**config.mk**
```make
export PLATFORM = sky130hd
export DESIGN_NAME = if_fetch_buffer_flat
export DESIGN_NICKNAME = d
export VERILOG_FILES = /design/src/rtl/if_fetch_buffer_if.sv /design/src/rtl/if_fetch_buffer.sv /design/src/flat_wrapper.sv
export SDC_FILE = /design/constraint.sdc
export NUM_CORES = 1
export LEC_CHECK = 0
export CAP_MARGIN = 20
export CORE_AREA = 2 2 137 205
export DETAILED_ROUTE_END_ITERATION = 10
export DIE_AREA = 0 0 139 207
export GPL_ROUTABILITY_DRIVEN = 0
export HOLD_SLACK_MARGIN = 0.02
export PLACE_DENSITY = 0.84
export SYNTH_ARGS = -nofsm -noshare
export SYNTH_HDL_FRONTEND = slang
export SYNTH_SLANG_ARGS = --single-unit
```
**constraint.sdc**
```tcl
create_clock -name clk -period 16.5 [get_ports clk]
set_input_delay 1.65 -clock clk [delete_from_list [all_inputs] [get_ports clk]]
set_output_delay 1.65 -clock clk [all_outputs]
set_load 0.005 [all_outputs]
```
**src/rtl/if_fetch_buffer_if.sv**
```systemverilog
// I-cache request/response and IF/ID handshake bundle for the fetch buffer.
// The master side is the fetch buffer itself; the slave side is the I-cache plus ID stage.
interface if_fetch_buffer_if;
  logic        icache_req_valid;
  logic [31:0] icache_req_addr;
  logic        icache_req_ready;
  logic        icache_resp_valid;
  logic [31:0] icache_resp_instr;
  logic [1:0]  icache_resp_exc;
  logic        ID_Wr;
  logic        IF_Valid;
  logic [31:0] IF_Instr;
  logic [31:0] IF_PC;
  logic [2:0]  IF_ExceptType;

  modport master (
    output icache_req_valid, icache_req_addr,
    input  icache_req_ready, icache_resp_valid, icache_resp_instr, icache_resp_exc, ID_Wr,
    output IF_Valid, IF_Instr, IF_PC, IF_ExceptType
  );

  modport slave (
    input  icache_req_valid, icache_req_addr,
    output icache_req_ready, icache_resp_valid, icache_resp_instr, icache_resp_exc, ID_Wr,
    input  IF_Valid, IF_Instr, IF_PC, IF_ExceptType
  );
endinterface

```
**src/rtl/if_fetch_buffer.sv**
```systemverilog
// Instruction-fetch producer: credit-limited sequential I-cache requests, in-order
// response FIFO towards ID, redirect flush with stale-response dropping.
module if_fetch_buffer #(
  parameter int          DEPTH    = 4,
  parameter logic [31:0] RESET_PC = 32'hBFC0_0000
) (
  input  logic                    clk,
  input  logic                    rst,
  input  logic                    redirect_valid,
  input  logic [31:0]             redirect_pc,
  if_fetch_buffer_if.master       bus
);

  localparam int AW = (DEPTH > 1) ? $clog2(DEPTH) : 1;
  localparam logic [AW:0]   DEPTH_C  = (AW+1)'(DEPTH);
  localparam logic [AW:0]   CNT_ZERO = {(AW+1){1'b0}};
  localparam logic [AW:0]   CNT_ONE  = {{AW{1'b0}}, 1'b1};
  localparam logic [AW-1:0] PTR_ZERO = {AW{1'b0}};
  localparam logic [AW-1:0] PTR_ONE  = {{(AW-1){1'b0}}, 1'b1};

  typedef enum logic [0:0] {ST_RUN = 1'b0, ST_HALT = 1'b1} fetch_state_t;

  fetch_state_t  state_r, state_nxt_s;
  logic [31:0]   fetch_pc_r, fetch_pc_nxt_s;
  logic [31:0]   resp_pc_r, resp_pc_nxt_s;
  logic [AW:0]   count_r, count_nxt_s;
  logic [AW:0]   outstanding_r, outstanding_nxt_s;
  logic [AW:0]   drop_cnt_r, drop_nxt_s;
  logic [AW-1:0] wr_ptr_r, wr_ptr_nxt_s;
  logic [AW-1:0] rd_ptr_r, rd_ptr_nxt_s;
  logic [31:0]   instr_mem_r [DEPTH];
  logic [31:0]   pc_mem_r    [DEPTH];
  logic [2:0]    exc_mem_r   [DEPTH];

  logic          credit_ok_s, misaligned_s, halted_s, head_valid_s;
  logic          req_valid_s, req_fire_s, resp_push_s, exc_push_s, push_s, pop_s;
  logic [31:0]   push_instr_s, push_pc_s;
  logic [2:0]    push_exc_s;

  // Outstanding includes stale requests, so the credit also covers responses still to be dropped.
  assign credit_ok_s  = ({1'b0, count_r} + {1'b0, outstanding_r}) < {1'b0, DEPTH_C};
  assign misaligned_s = (fetch_pc_r[1:0] != 2'b00);
  assign halted_s     = (state_r == ST_HALT);
  assign head_valid_s = (count_r != CNT_ZERO);
  assign req_valid_s  = ~rst & credit_ok_s & ~redirect_valid & ~halted_s & ~misaligned_s;
  assign req_fire_s   = req_valid_s & bus.icache_req_ready;
  assign resp_push_s  = bus.icache_resp_valid & ~redirect_valid & (drop_cnt_r == CNT_ZERO);
  assign exc_push_s   = ~redirect_valid & ~halted_s & misaligned_s &
                        (outstanding_r == CNT_ZERO) & (count_r < DEPTH_C);
  assign push_s       = resp_push_s | exc_push_s;
  assign pop_s        = head_valid_s & bus.ID_Wr & ~redirect_valid;

  assign bus.icache_req_valid = req_valid_s;
  assign bus.icache_req_addr  = fetch_pc_r;
  assign bus.IF_Valid         = head_valid_s;
  assign bus.IF_Instr         = head_valid_s ? instr_mem_r[rd_ptr_r] : 32'h0000_0000;
  assign bus.IF_PC            = head_valid_s ? pc_mem_r[rd_ptr_r]    : 32'h0000_0000;
  assign bus.IF_ExceptType    = head_valid_s ? exc_mem_r[rd_ptr_r]   : 3'b000;

  // Next-state for fetch PC, counters, FIFO pointers, halt state and push payload.
  always_comb begin
    outstanding_nxt_s = outstanding_r + (req_fire_s ? CNT_ONE : CNT_ZERO)
                                      - (bus.icache_resp_valid ? CNT_ONE : CNT_ZERO);
    fetch_pc_nxt_s = fetch_pc_r;
    resp_pc_nxt_s  = resp_pc_r;
    drop_nxt_s     = drop_cnt_r;
    count_nxt_s    = count_r;
    wr_ptr_nxt_s   = wr_ptr_r;
    rd_ptr_nxt_s   = rd_ptr_r;
    state_nxt_s    = state_r;
    push_instr_s   = bus.icache_resp_instr;
    push_pc_s      = resp_pc_r;
    push_exc_s     = {bus.icache_resp_exc, 1'b0};

    if (exc_push_s) begin
      push_instr_s = 32'h0000_0000;
      push_pc_s    = fetch_pc_r;
      push_exc_s   = 3'b001;
    end else begin
      push_instr_s = bus.icache_resp_instr;
    end

    if (redirect_valid) begin
      // Every request still in flight after this edge belongs to the old path.
      fetch_pc_nxt_s = redirect_pc;
      resp_pc_nxt_s  = redirect_pc;
      drop_nxt_s     = outstanding_nxt_s;
      count_nxt_s    = CNT_ZERO;
      wr_ptr_nxt_s   = PTR_ZERO;
      rd_ptr_nxt_s   = PTR_ZERO;
      state_nxt_s    = ST_RUN;
    end else begin
      fetch_pc_nxt_s = req_fire_s  ? fetch_pc_r + 32'd4 : fetch_pc_r;
      resp_pc_nxt_s  = resp_push_s ? resp_pc_r + 32'd4  : resp_pc_r;
      drop_nxt_s     = (bus.icache_resp_valid && (drop_cnt_r != CNT_ZERO)) ?
                       drop_cnt_r - CNT_ONE : drop_cnt_r;
      count_nxt_s    = count_r + (push_s ? CNT_ONE : CNT_ZERO) - (pop_s ? CNT_ONE : CNT_ZERO);
      wr_ptr_nxt_s   = push_s ? wr_ptr_r + PTR_ONE : wr_ptr_r;
      rd_ptr_nxt_s   = pop_s  ? rd_ptr_r + PTR_ONE : rd_ptr_r;
      case (state_r)
        ST_RUN:  state_nxt_s = exc_push_s ? ST_HALT : ST_RUN;
        ST_HALT: state_nxt_s = ST_HALT;
        default: state_nxt_s = ST_RUN;
      endcase
    end
  end

  // Control state registers.
  always_ff @(posedge clk or posedge rst) begin
    if (rst) begin
      state_r       <= ST_RUN;
      fetch_pc_r    <= RESET_PC;
      resp_pc_r     <= RESET_PC;
      count_r       <= CNT_ZERO;
      outstanding_r <= CNT_ZERO;
      drop_cnt_r    <= CNT_ZERO;
      wr_ptr_r      <= PTR_ZERO;
      rd_ptr_r      <= PTR_ZERO;
    end else begin
      state_r       <= state_nxt_s;
      fetch_pc_r    <= fetch_pc_nxt_s;
      resp_pc_r     <= resp_pc_nxt_s;
      count_r       <= count_nxt_s;
      outstanding_r <= outstanding_nxt_s;
      drop_cnt_r    <= drop_nxt_s;
      wr_ptr_r      <= wr_ptr_nxt_s;
      rd_ptr_r      <= rd_ptr_nxt_s;
    end
  end

  // FIFO entry storage.
  always_ff @(posedge clk or posedge rst) begin
    if (rst) begin
      for (int i = 0; i < DEPTH; i++) begin
        instr_mem_r[i] <= 32'h0000_0000;
        pc_mem_r[i]    <= 32'h0000_0000;
        exc_mem_r[i]   <= 3'b000;
      end
    end else if (push_s) begin
      instr_mem_r[wr_ptr_r] <= push_instr_s;
      pc_mem_r[wr_ptr_r]    <= push_pc_s;
      exc_mem_r[wr_ptr_r]   <= push_exc_s;
    end
  end

endmodule

```
**src/flat_wrapper.sv**
```systemverilog
// flat-port wrapper written by rule: the top's interface ports become plain ports
module if_fetch_buffer_flat 
#(
  parameter int          DEPTH    = 4,
  parameter logic [31:0] RESET_PC = 32'hBFC0_0000
)
  (clk, rst, redirect_valid, redirect_pc, bus_icache_req_valid, bus_icache_req_addr, bus_icache_req_ready, bus_icache_resp_valid, bus_icache_resp_instr, bus_icache_resp_exc, bus_ID_Wr, bus_IF_Valid, bus_IF_Instr, bus_IF_PC, bus_IF_ExceptType);
  if_fetch_buffer_if bus_i ();
  input  logic clk;
  input  logic rst;
  input  logic redirect_valid;
  input  logic [31:0] redirect_pc;
  output wire logic [$bits(bus_i.icache_req_valid)-1:0] bus_icache_req_valid;
  output wire logic [$bits(bus_i.icache_req_addr)-1:0] bus_icache_req_addr;
  input wire logic [$bits(bus_i.icache_req_ready)-1:0] bus_icache_req_ready;
  input wire logic [$bits(bus_i.icache_resp_valid)-1:0] bus_icache_resp_valid;
  input wire logic [$bits(bus_i.icache_resp_instr)-1:0] bus_icache_resp_instr;
  input wire logic [$bits(bus_i.icache_resp_exc)-1:0] bus_icache_resp_exc;
  input wire logic [$bits(bus_i.ID_Wr)-1:0] bus_ID_Wr;
  output wire logic [$bits(bus_i.IF_Valid)-1:0] bus_IF_Valid;
  output wire logic [$bits(bus_i.IF_Instr)-1:0] bus_IF_Instr;
  output wire logic [$bits(bus_i.IF_PC)-1:0] bus_IF_PC;
  output wire logic [$bits(bus_i.IF_ExceptType)-1:0] bus_IF_ExceptType;
  assign bus_icache_req_valid = bus_i.icache_req_valid;
  assign bus_icache_req_addr = bus_i.icache_req_addr;
  assign bus_i.icache_req_ready = bus_icache_req_ready;
  assign bus_i.icache_resp_valid = bus_icache_resp_valid;
  assign bus_i.icache_resp_instr = bus_icache_resp_instr;
  assign bus_i.icache_resp_exc = bus_icache_resp_exc;
  assign bus_i.ID_Wr = bus_ID_Wr;
  assign bus_IF_Valid = bus_i.IF_Valid;
  assign bus_IF_Instr = bus_i.IF_Instr;
  assign bus_IF_PC = bus_i.IF_PC;
  assign bus_IF_ExceptType = bus_i.IF_ExceptType;
  if_fetch_buffer #(.DEPTH(DEPTH), .RESET_PC(RESET_PC)) u_core (.clk(clk), .rst(rst), .redirect_valid(redirect_valid), .redirect_pc(redirect_pc), .bus(bus_i));
endmodule
```
==> impl_results.rst <==
.. list-table::
   :header-rows: 1

   * - Metric
     - Value
   * - Cell count along the critical path
     - 4
   * - Total congestion overflow after global routing
     - 0
   * - Netlist Area Pre-Place
     - 16200 um2
   * - Top post-synthesis cells by area
     - sky130_fd_sc_hd__dfrtp_1 (51%), sky130_fd_sc_hd__mux4_2 (9.3%), sky130_fd_sc_hd__nand2_1 (8.2%)
   * - Fraction of final layout cells sized beyond drive strength 1
     - 0.107
   * - Post-synthesis average cell area
     - 10.3 um2
   * - Number of sinks on the clock net
     - 346
   * - Clock share of power
     - 0.275
   * - DRC violation total after the first TritonRoute iteration
     - 1062
   * - Detail Placement HPWL
     - 24500 um
   * - Root buffer selected by CTS
     - sky130_fd_sc_hd__clkbuf_16
   * - Metal3 WL
     - 1960 um
   * - Worst hold start
     - u_core.instr_mem_r[23]$_DFFE_PP0P_
   * - Aggregate negative setup slack
     - 0 ps
   * - Worst R2R Path Depth
     - 7
   * - Unrepaired setup endpoints after global routing
     - false
   * - Vias in the first global route
     - 12900
   * - Number of max-slew violations in the final report
     - 0
   * - Cell at the slowest stage of the critical path
     - sky130_fd_sc_hd__buf_4
   * - Proportion of power drawn by combinational gates
     - 0.306
   * - Leading area contributor after synthesis
     - sky130_fd_sc_hd__dfrtp_1
   * - Cells on Worst Hold Path
     - 2
   * - Post-Place Worst Slack
     - 11580 ps
   * - Worst slew margin relative to its limit
     - 0.291
   * - # hold bufs at CTS
     - 0
   * - Final Cycle Share
     - 0.309
   * - Setup repair bufs after CTS
     - 0
   * - Worst Path Required
     - 14850 ps
   * - Vias per Instance
     - 6.05
   * - Max-cap check violation count
     - 0
   * - Number of buffers and inverters on the critical path
     - 2
   * - Number of resized instances in the post-cts repair step
     - 0
   * - Number of buffers inserted during clock tree synthesis
     - 31
   * - Number of antenna-violating nets in the routed design
     - 0
   * - Insertion delay of the later-clocked pin in the worst-skew pair
     - 580 ps
   * - Category of cells accounting for the largest share of critical-path delay
     - buffers and inverters
   * - Number of rows created at floorplan
     - 74
   * - Number of enable-type register cells in the synthesized netlist
     - 0
   * - Longest Clk Path Bufs
     - 3
   * - Routed length on met1
     - 15900 um
   * - Reg2reg start
     - u_core.drop_cnt_r[1]$_DFFE_PP0P_
   * - Wire length reported by the detailed router
     - 39400 um
   * - Count of synthesis-stage warnings from yosys
     - 0
   * - Routed via count
     - 12400
   * - Crit. Startpoint
     - u_core.rd_ptr_r[0]$_DFFE_PP0P_
   * - IR drop worst, VDD
     - 113 uV
   * - Count of H-tree levels built during CTS
     - 1
   * - Maximum number of pins on one net before global-route repair
     - 107
   * - First-pass GRT wire length
     - 65000 um
   * - Detailed-routed wire length on met2
     - 20300 um
   * - Final Skew
     - 22.1 ps
   * - Per-cell routed wire length
     - 19.2 um
   * - Max Used Layer
     - met4
   * - Max Freq
     - 0.196 GHz
   * - Result of the run
     - finished, final reports clean
   * - Type of the worst setup path
     - reg2out
   * - Clock tree from TritonCTS
     - done
   * - Die Y-Extent
     - 207 um
   * - # setup viols final
     - 0
   * - Net count after synthesis
     - 1661
   * - Proportion of synthesized chip area in sequential cells
     - 0.535
   * - Category of the worst setup path capture point
     - output pin
   * - Proportion of register bits with asynchronous set or reset after synthesis
     - 1.00
   * - Tightest Pin Transition
     - 1060 ps
   * - Pwr Density
     - 146 nW/um2
   * - Core outline area
     - 27000 um2
   * - Number of register bits inferred by synthesis
     - 346
   * - Initial standard-cell utilization of the core
     - 0.600
   * - NumNets Final
     - 1778
   * - Total Die Area
     - 28800 um2
   * - Internal power of the cells
     - 0.00196 W
   * - Horizontal die dimension
     - 139 um
   * - Min-delay worst type
     - reg2reg
   * - Post-layout minimum cycle time
     - 5100 ps
   * - Primary FF master, synth
     - sky130_fd_sc_hd__dfrtp_1
   * - Sw Pwr
     - 0.000869 W
   * - Critical path arrival
     - 3450 ps
   * - Count of mapped cells out of synthesis
     - 1573
   * - Antenna violations before repair
     - 0
   * - Critical path's largest stage delay
     - 840 ps
   * - Worst-path fanout max
     - 48
   * - Area added between synthesis and finish
     - 19.0%
   * - Minimum setup slack in the final design
     - 11400 ps
   * - Crit path cell chain
     - buf_4 > mux4_2 > and2_1 > clkdlybuf4s50_1
   * - Fraction of power spent switching nets
     - 0.308
   * - All-Layer GR Usage
     - 0.275
   * - Initial DRT Pass Iterations
     - 5
   * - Static leakage
     - 8.16 nW
   * - I/O pin cnt
     - 173
   * - Final Hold Violating Endpoints
     - 0
   * - Share of the synthesized area in the top cell type
     - 0.506
   * - Clock transition at path regs
     - 70 ps
   * - Number of buffer cells added on primary ports
     - 172
   * - Total inserted antenna cells
     - 0
   * - Fraction of power consumed by sequential logic
     - 0.419
   * - DRC violations left
     - 0
   * - Setup crit start kind
     - flop
   * - Cell variety after synth
     - 51
-- sequential cells by signal, summed over array words and instances, names as in the netlist --
name                        cells
u_core.drop_cnt_r               3
u_core.halted_s                 1
u_core.bus.icache_req_addr     32
u_core.resp_pc_r               32
u_core.rd_ptr_r                 2
u_core.wr_ptr_r                 2
u_core.pc_mem_r               128
u_core.outstanding_r            3
u_core.count_r                  3
u_core.exc_mem_r               12
u_core.instr_mem_r            128
-- cells by family (layout without fill, tap and decap cells) --
group,after synthesis,after routing,synth area share
compound gates,353,353,0.116
xor+xnor,43,43,0.0232
fa+ha+maj,16,16,0.0133
buf+inv,137,279,0.0327
flops,346,346,0.535
mux,111,111,0.121
simple gates,567,567,0.159
-- final timing paths --
kind                                                        to  slack [ps]
min                         u_core.instr_mem_r[23]$_DFFE_PP0P_         480
max                                               bus_IF_PC[9]       11400
min in group asynchronous            u_core.halted_s$_DFF_PP0_        1670
max in group asynchronous      u_core.pc_mem_r[87]$_DFFE_PP0P_       12800
max reg2reg                u_core.instr_mem_r[105]$_DFFE_PP0P_       13280
min reg2reg                 u_core.instr_mem_r[23]$_DFFE_PP0P_         480
-- power groups by stage --
| stage | clock network [W] | logic (W) | registers, W |
|---|---|---|---|
| 2_1_floorplan | 0 | 0.000571 | 0.00114 |
| 3_3_place_gp | 0 | 0.000835 | 0.00118 |
| 3_5_place_dp | 0 | 0.000864 | 0.00119 |
| 4_1_cts | 0.000783 | 0.000874 | 0.00118 |
| 5_1_grt | 0.000816 | 0.000956 | 0.00121 |
| 6_report | 0.000777 | 0.000864 | 0.00118 |
-- cell usage after synthesis (all sizes together), types with 15 or more instances --
cell type and count:
clkbuf 94, mux4 67, buf 15, nand3 29, o21ai 305, xnor2 30
nand4 21, inv 28, mux2i 32, nor2 31, nand2 356, dfstp 18
dfrtp 328, and2 73
-- worst register-to-register path, delay by kind of cell, from the launching register on --
family | cells | cell delay, ps
AOI/OAI and AO/OA | 2 | 1190
adders and majority gates | 1 | 200
buffers and inverters | 2 | 950
DFF | 1 | 350
and+or+nand+nor | 2 | 380
-- metal layers --
metal,up-vias,track usage
li1,5714,-
met1,6214,0.359
met2,419,0.477
met3,90,0.0328
met4,0,0.101
met5,-,0
-- stage by stage --
| stage | util | total power (W) | hold slack (ps) | area (um2) | std cells |
|---|---|---|---|---|---|
| 4_1_cts | 0.713 | 0.00284 | 481 | 19300 | 2055 |
| 2_1_floorplan | - | 0.00171 | 445 | 16200 | 1573 |
| 3_5_place_dp | 0.671 | 0.00206 | 466 | 18200 | 1997 |
| 6_report | 0.715 | 0.00282 | 477 | 19300 | 2057 |
| 3_3_place_gp | 0.671 | 0.00201 | 455 | 18200 | 1997 |
| 5_1_grt | 0.715 | 0.00298 | 494 | 19300 | 2057 |
-- area by class of cell --
class,count,area [um2]
inverter,28,113
tap,342,428
sequential,346,8690
multi-input combinational,1090,7070
clock inverter,12,208
clock buffer,46,902
timing repair buffer,193,1910
fill,1892,7720
-- placed cells by master (no fill, tap or decap), types with 3 or more instances in the layout --
master                              n
sky130_fd_sc_hd__o311ai_0           8
sky130_fd_sc_hd__dfstp_2           18
sky130_fd_sc_hd__a31oi_1            3
sky130_fd_sc_hd__dfrtp_1          326
sky130_fd_sc_hd__nor2_1            31
sky130_fd_sc_hd__o21ai_4            4
sky130_fd_sc_hd__mux2i_1           32
sky130_fd_sc_hd__clkdlybuf4s50_1  171
sky130_fd_sc_hd__mux2_2            12
sky130_fd_sc_hd__clkbuf_16         31
sky130_fd_sc_hd__mux4_2            67
sky130_fd_sc_hd__clkbuf_8           7
sky130_fd_sc_hd__buf_4             19
sky130_fd_sc_hd__or4_1              5
sky130_fd_sc_hd__bufinv_16          5
sky130_fd_sc_hd__clkbuf_1           8
sky130_fd_sc_hd__or3_1              3
sky130_fd_sc_hd__clkinvlp_4         3
sky130_fd_sc_hd__and4_1             5
sky130_fd_sc_hd__xor2_1            13
sky130_fd_sc_hd__nor4_1            13
sky130_fd_sc_hd__xnor2_1           30
sky130_fd_sc_hd__inv_1             27
sky130_fd_sc_hd__o211ai_1          14
sky130_fd_sc_hd__ha_1              14
sky130_fd_sc_hd__and3_1             7
sky130_fd_sc_hd__nor3_1            10
sky130_fd_sc_hd__nand2_1          356
sky130_fd_sc_hd__and2_1            73
sky130_fd_sc_hd__nand3_1           28
sky130_fd_sc_hd__o21ai_1           90
sky130_fd_sc_hd__nand4_1           21
sky130_fd_sc_hd__a22o_1             4
sky130_fd_sc_hd__o21ai_0          211
sky130_fd_sc_hd__a21oi_1           11
Power figures use the tool's default switching activity.
